==> src/rtl/ones_count_pkg.sv <==
// ============================================================================
// Module : ones_count_pkg
// Brief  : Shared constants and width helper for the ones-count block.
// Rev    : 1.0
// ============================================================================
`default_nettype none

package ones_count_pkg;

  localparam int DEFAULT_N = 3;

  function automatic int popcount_width(input int n);
    return $clog2(n + 1);
  endfunction

endpackage

`default_nettype wire

==> src/rtl/full_adder_cell.sv <==
// ============================================================================
// Module : full_adder_cell
// Brief  : 3-input full adder; carry is the majority term, sum the 3-way XOR.
// Rev    : 1.0
// ============================================================================
`default_nettype none

module full_adder_cell (
  input  logic a,
  input  logic b,
  input  logic cin,
  output logic sum,
  output logic carry
);

  // Two-level product-term form of the majority function.
  assign carry = (a & b) | (a & cin) | (b & cin);
  assign sum   = a ^ b ^ cin;

endmodule

`default_nettype wire

==> src/rtl/ones_count_reg.sv <==
// ============================================================================
// Module : ones_count_reg
// Brief  : Population count of N bits, combinational and registered.
// Rev    : 1.0
// ============================================================================
`default_nettype none

module ones_count_reg
  import ones_count_pkg::*;
#(
  parameter int N  = DEFAULT_N,
  parameter int CW = popcount_width(N)
) (
  input  logic          clk,
  input  logic          rst_n,
  input  logic          en,
  input  logic [N-1:0]  din,
  output logic [CW-1:0] count_comb,
  output logic [CW-1:0] count_q,
  output logic          count_q_valid,
  output logic          all_ones,
  output logic          none
);

  localparam int G = (N + 2) / 3;

  logic [3*G-1:0] din_pad;
  logic [G-1:0]   sum_w;
  logic [G-1:0]   carry_w;

  logic [CW-1:0]  count_d;
  logic           valid_d;
  logic           all_ones_d;
  logic           none_d;

  always_comb begin
    din_pad        = '0;
    din_pad[N-1:0] = din;
  end

  // Each cell reduces a group of three bits to a 2-bit weight; N=3 is one cell.
  generate
    for (genvar g = 0; g < G; g++) begin : g_fa
      full_adder_cell u_fa (
        .a     (din_pad[3*g+2]),
        .b     (din_pad[3*g+1]),
        .cin   (din_pad[3*g]),
        .sum   (sum_w[g]),
        .carry (carry_w[g])
      );
    end
  endgenerate

  always_comb begin
    count_comb = '0;
    for (int g = 0; g < G; g++) begin
      count_comb = count_comb + CW'({carry_w[g], sum_w[g]});
    end
  end

  always_comb begin
    count_d    = count_q;
    valid_d    = count_q_valid;
    all_ones_d = all_ones;
    none_d     = none;
    if (en) begin
      count_d    = count_comb;
      valid_d    = 1'b1;
      all_ones_d = (count_comb == CW'(N));
      none_d     = (count_comb == '0);
    end
  end

  always_ff @(posedge clk or negedge rst_n) begin
    if (!rst_n) begin
      count_q       <= '0;
      count_q_valid <= 1'b0;
      all_ones      <= 1'b0;
      none          <= 1'b0;
    end else begin
      count_q       <= count_d;
      count_q_valid <= valid_d;
      all_ones      <= all_ones_d;
      none          <= none_d;
    end
  end

endmodule

`default_nettype wire

==> config.mk <==
export PLATFORM = sky130hd
export DESIGN_NAME = ones_count_reg
export DESIGN_NICKNAME = d
export VERILOG_FILES = /design/src/rtl/ones_count_pkg.sv /design/src/rtl/full_adder_cell.sv /design/src/rtl/ones_count_reg.sv
export SDC_FILE = /design/constraint.sdc
export NUM_CORES = 1
export LEC_CHECK = 0
export ABC_AREA = 1
export ABC_CLOCK_PERIOD_IN_PS = 1040
export BUFFER_PORTS_ARGS = -buffer_cell sky130_fd_sc_hd__buf_2
export CORE_AREA = 2 2 39 41
export DETAILED_ROUTE_END_ITERATION = 12
export DIE_AREA = 0 0 41 43
export GPL_ROUTABILITY_DRIVEN = 0
export SLEW_MARGIN = 20
export SYNTH_ARGS = -nofsm -noshare
export SYNTH_HDL_FRONTEND = slang
export SYNTH_SLANG_ARGS = --single-unit
==> constraint.sdc <==
create_clock -name clk -period 1.04 [get_ports clk]
set_input_delay 0.156 -clock clk [delete_from_list [all_inputs] [get_ports clk]]
set_output_delay 0.156 -clock clk [all_outputs]
set_load 0.02 [all_outputs]
# --- Word level (Yosys, flattened, before mapping) ---
# Cells that the tools add are included.
word_totals:
  ff_bits: 5
  in_bits: 6
  out_inout_bits: 7
  wordCells: 13
op_classes:
  n_eq_ne: 1
  bitwise_logic: 7
  n_reduce_logical: 1
ops:
  columns: ["cell", "n"]
  rows:
  - ["$and 1x1->1", 3]
  - ["$eq 2x2->1 const B", 1]
  - ["$logic_not 2->1", 1]
  - ["$or 1x1->1", 2]
  - ["$xor 1x1->1", 2]

# --- Logic depth before layout (Yosys ltp) ---
logic_depth:
  depth_word: 4
  ltp_mapped: 4
  ltp_nobuf: 4

# --- By module ---
# A second synthesis with hierarchy kept.
hier_totals:
  hier_cells: 23
  hier_area_um2: 220.2
modules_own_cells:
  columns: ["mod", "n_inst", "cells_per_inst", "area_each_um2", "seq_area_each_um2"]
  rows:
  - ["ones_count_reg", 1, 22, 200.2, 125.1]
  - ["full_adder_cell", 1, 1, 20.0, 0.0]

# --- Least setup slack after synthesis ---
# OpenSTA, ideal clock, no wires.
synth_timing:
  path_kind: "input-to-output"
  from: "input din[0]"
  to: "output count_comb[0]"
  arrival_ns: 0.883
  path_slack_ns: 0.001
  path_stages: 2
  n_path_buf: 1
  cell_sequence: "fa_1 > buf_4"
synth_between:
  elab_chain_len: 1
synth_lines:
  columns: ["item", "line_no", "rtl"]
  rows:
  - ["start, declared", "ones_count_reg.sv:17", "input logic [N-1:0] din,"]
  - ["$xor 1x1->1", "full_adder_cell.sv:18", "assign sum = a ^ b ^ cin;"]
  - ["end, declared", "ones_count_reg.sv:18", "output logic [CW-1:0] count_comb,"]
# No other way between the ends.

# --- Final worst setup path ---
layout_timing:
  from: "input din[2]"
  to: "output count_comb[0]"
layout_between:
  elab_chain_len: 2
layout_lines:
  columns: ["item", "line_no"]
  rows:
  - ["$xor 1x1->1 (2 in a row)", "full_adder_cell.sv:18"]
# No other way between the ends.

==> Flow_metrics.wiki <==
{| class="wikitable"
! Metric !! Value
|-
| Overall die area || 0.00176 mm^2
|-
| Fraction of registers with async set/reset || 1.00
|-
| Switch share || 0.283
|-
| Vias in the first global route || about 210
|-
| DRT iter0 DRCs || 2
|-
| Clock Sink Count || 5
|-
| Register Area || about 130 um^2
|-
| Type of the worst setup path || in -> out
|-
| Share of power burned in combinational logic || 0.257
|-
| First-pass GRT wire length || a little over 700 um
|-
| Top cells by count, synth || nand2_1 (11), dfrtp_1 (5), buf_4 (2)
|-
| Final worst-path cycle share || 1.06
|-
| Result of the run || finished, violations left
|-
| Post-Syn Area || between 200 and 250 um^2
|-
| Number of storage elements in the synthesis netlist || 5
|-
| Clock tree from TritonCTS || built
|-
| Residual overflow from global routing || 0
|-
| Yosys synthesis warning count || 0
|-
| Power, Total || ~600 uW
|-
| Arrival time worst endpoint || between 900 and 1000 ps
|-
| Internal power || 429 uW
|-
| Antenna fix cells || 0
|-
| Final HPWL from detailed placement || about 370 um
|-
| Worst min-delay path class || in -> reg
|-
| Library cells used by synthesis || 8
|-
| Wirelength, routed || ~470 um
|-
| Ratio of routed vias to standard cells || between 3 and 4
|-
| Largest fanout of any net on the critical path || 2
|-
| Top-level port count || 13
|-
| Most common cell in the netlist || nand2_1
|-
| Drt first pass iters || 4
|-
| Die W || approximately 41 um
|-
| Multi-input combinational cell area || slightly below 80 um^2
|-
| Critical Path End Type || output pin
|-
| Final setup violation count || 1
|-
| Die Y-Extent || 43 um
|-
| Fin. max-slew vios || 0
|-
| Register clock-pin slew on the reported worst setup and hold paths || approximately 40 ps
|-
| Standard-cell row count || 14
|-
| Synthesized instance count || 23
|-
| Smallest setup slack after layout || -59.9 ps
|-
| Count of max-cap constraint violations || 0
|-
| Routed length per instance || 8.32 um
|-
| TritonCTS buffer count || 3
|-
| IR Drop Worst-Case VDD || 0.000453 V
|-
| Number of failing hold endpoints at the final stage || 0
|-
| Yosys top cell area share || 0.568
|-
| P per Cell Area || between 1500 and 2000 mW/mm^2
|-
| Root Buffer Master || clkbuf_4
|-
| Layout cell share with drive strength beyond 1 || 0.475
|-
| Final-layout worst hold slack || 207 ps
|-
| Number of synthesized flops with an enable pin || 0
|-
| Standard cell core area || between 0.001 and 0.0015 mm^2
|-
| Final critical delay including setup and external delays || around 1100 ps
|-
| Proportion of power drawn by flip-flops and latches || 0.375
|-
| Area delta synth->final || 59.7%
|-
| Clock share of power || 0.368
|-
| Post-synthesis net count || 30
|-
| Insertion delay of the later-clocked pin in the worst-skew pair || 240 ps
|-
| Post-Layout Inst Area || 352 um^2
|-
| Via count || roughly 200
|-
| Depth of the CTS H-tree || 1
|-
| Top_reg_cell synth || dfrtp_1
|-
| Area leader, netlist || dfrtp_1
|-
| Routed Antenna Nets || 0
|-
| Violated checks || negative setup slack
|-
| Maximum number of pins on one net before global-route repair || 7
|-
| Layout net count || 48
|-
| Drc violations || 0
|-
| Max-slew headroom || 0.926
|-
| Unrepaired setup endpoints after global routing || true
|-
| Power dissipated by switching net loads || around 170 uW
|-
| Mean post-synth cell area || approximately 9.6 um^2
|-
| Nature of the critical path startpoint || primary input
|-
| Leak || roughly 0.19 nW
|-
| IO buf count || 12
|-
| Worst path required time || ~880 ps
|-
| Largest cells by area after synthesis || dfrtp_1 (57%), nand2_1 (19%), fa_1 (9.1%)
|-
| Worst reg2reg setup slack || roughly 330 ps
|-
| Filler cell count in the final layout || around 160
|-
| Slew at the pin closest to its max-slew limit || approximately 110 ps
|-
| Max Fclk || ~910 MHz
|-
| Sequential element share of the synthesized area || 0.568
|-
| Global-route usage over all layers || 0.0646
|-
| Final clock skew || 0 ps
|-
| Initial Util || 0.159
|-
| Placed cell area || around 290 um^2
|-
| Number of antenna violations at the first check in global routing || 0
|-
| Maximum clock path buffer count || 2
|}
what timing repair did:
item                                    4_1_cts  5_1_grt
hold buffers                                  1        0
pin swaps                                     1        0
endpoints found under the setup margin        2        1
setup buffers                                 1        0
endpoints found under the hold margin         5        0
gates resized for setup                       4        0
placed cells by master, fill, tap and decap left out:
cell	synthesis	final
buf_2	0	10
buf_4	2	2
buf_6	0	2
clkbuf_1	0	1
clkbuf_4	0	3
dfrtp_1	5	5
dlygate4sd3_1	0	1
fa_2	0	1
inv_2	1	1
nand2_1	11	11
nand3_1	1	1
nor2_1	1	1
or2_1	1	1
routing by layer:
layer  wire length (um)  track usage  vias to the layer above  part of all wire
met5                  0            0                        -                 0
met4                  0       0.0600                        0                 0
met3                 47       0.0314                        0              0.10
met2                250       0.0938                        8              0.54
met1                167       0.0621                       95              0.36
li1                   -            -                      102                 -
power by group through the flow:
stage          Clock [mW]  Sequential [mW]  Combinational, mW
2_1_floorplan           0            0.253             0.0580
3_3_place_gp            0            0.227              0.131
3_5_place_dp            0            0.227              0.132
4_1_cts             0.234            0.225              0.156
5_1_grt             0.255            0.226              0.171
6_report            0.220            0.224              0.154
registers in the layout (all words and copies together), names as in the netlist:
name / count
all_ones: 1
count_q: 2
count_q_valid: 1
none: 1
worst paths after layout:
kind	start	to	cells after the start
hold / removal	en	none$_DFFE_PN0P_	3
setup reg to reg	count_q_valid$_DFFE_PN0P_	count_q_valid$_DFFE_PN0P_	1
max in group asynchronous	rst_n	count_q_valid$_DFFE_PN0P_	2
hold reg to reg	count_q[1]$_DFFE_PN0P_	count_q[1]$_DFFE_PN0P_	2
min in group asynchronous	rst_n	all_ones$_DFFE_PN0P_	2
setup / recovery	din[2]	count_comb[0]	3
cell type report:
| type | instances | share of cell area |
|---|---|---|
| clock buffers | 4 | 0.0747 |
| flip-flops and latches | 5 | 0.356 |
| repair buffers | 15 | 0.278 |
| inverters | 1 | 0.0107 |
| multi-input cells | 15 | 0.224 |
| well taps | 16 | 0.0569 |
per-stage QoR:
| stage | setup TNS, ps | utilization | setup WS [ps] | cells |
|---|---|---|---|---|
| 5_1_grt | -84.8 | 0.254 | -84.8 | 56 |
| 3_5_place_dp | -510 | 0.212 | -148 | 50 |
| 2_1_floorplan | 0 | - | 1.40 | 23 |
| 4_1_cts | -56.8 | 0.254 | -56.8 | 56 |
| 6_report | -59.9 | 0.254 | -59.9 | 56 |
| 3_3_place_gp | -480 | 0.212 | -137 | 50 |
cell families after synthesis:
logic type,share of synthesized area
flops,0.568
simple gates,0.256
fa+ha+maj,0.0909
buf+inv,0.0852
critical path, cell delays in order:
cell	delay (ps)
buf_6	90
fa_2	580
buf_6	120
Note: power is estimated with default switching activity, not from simulation.
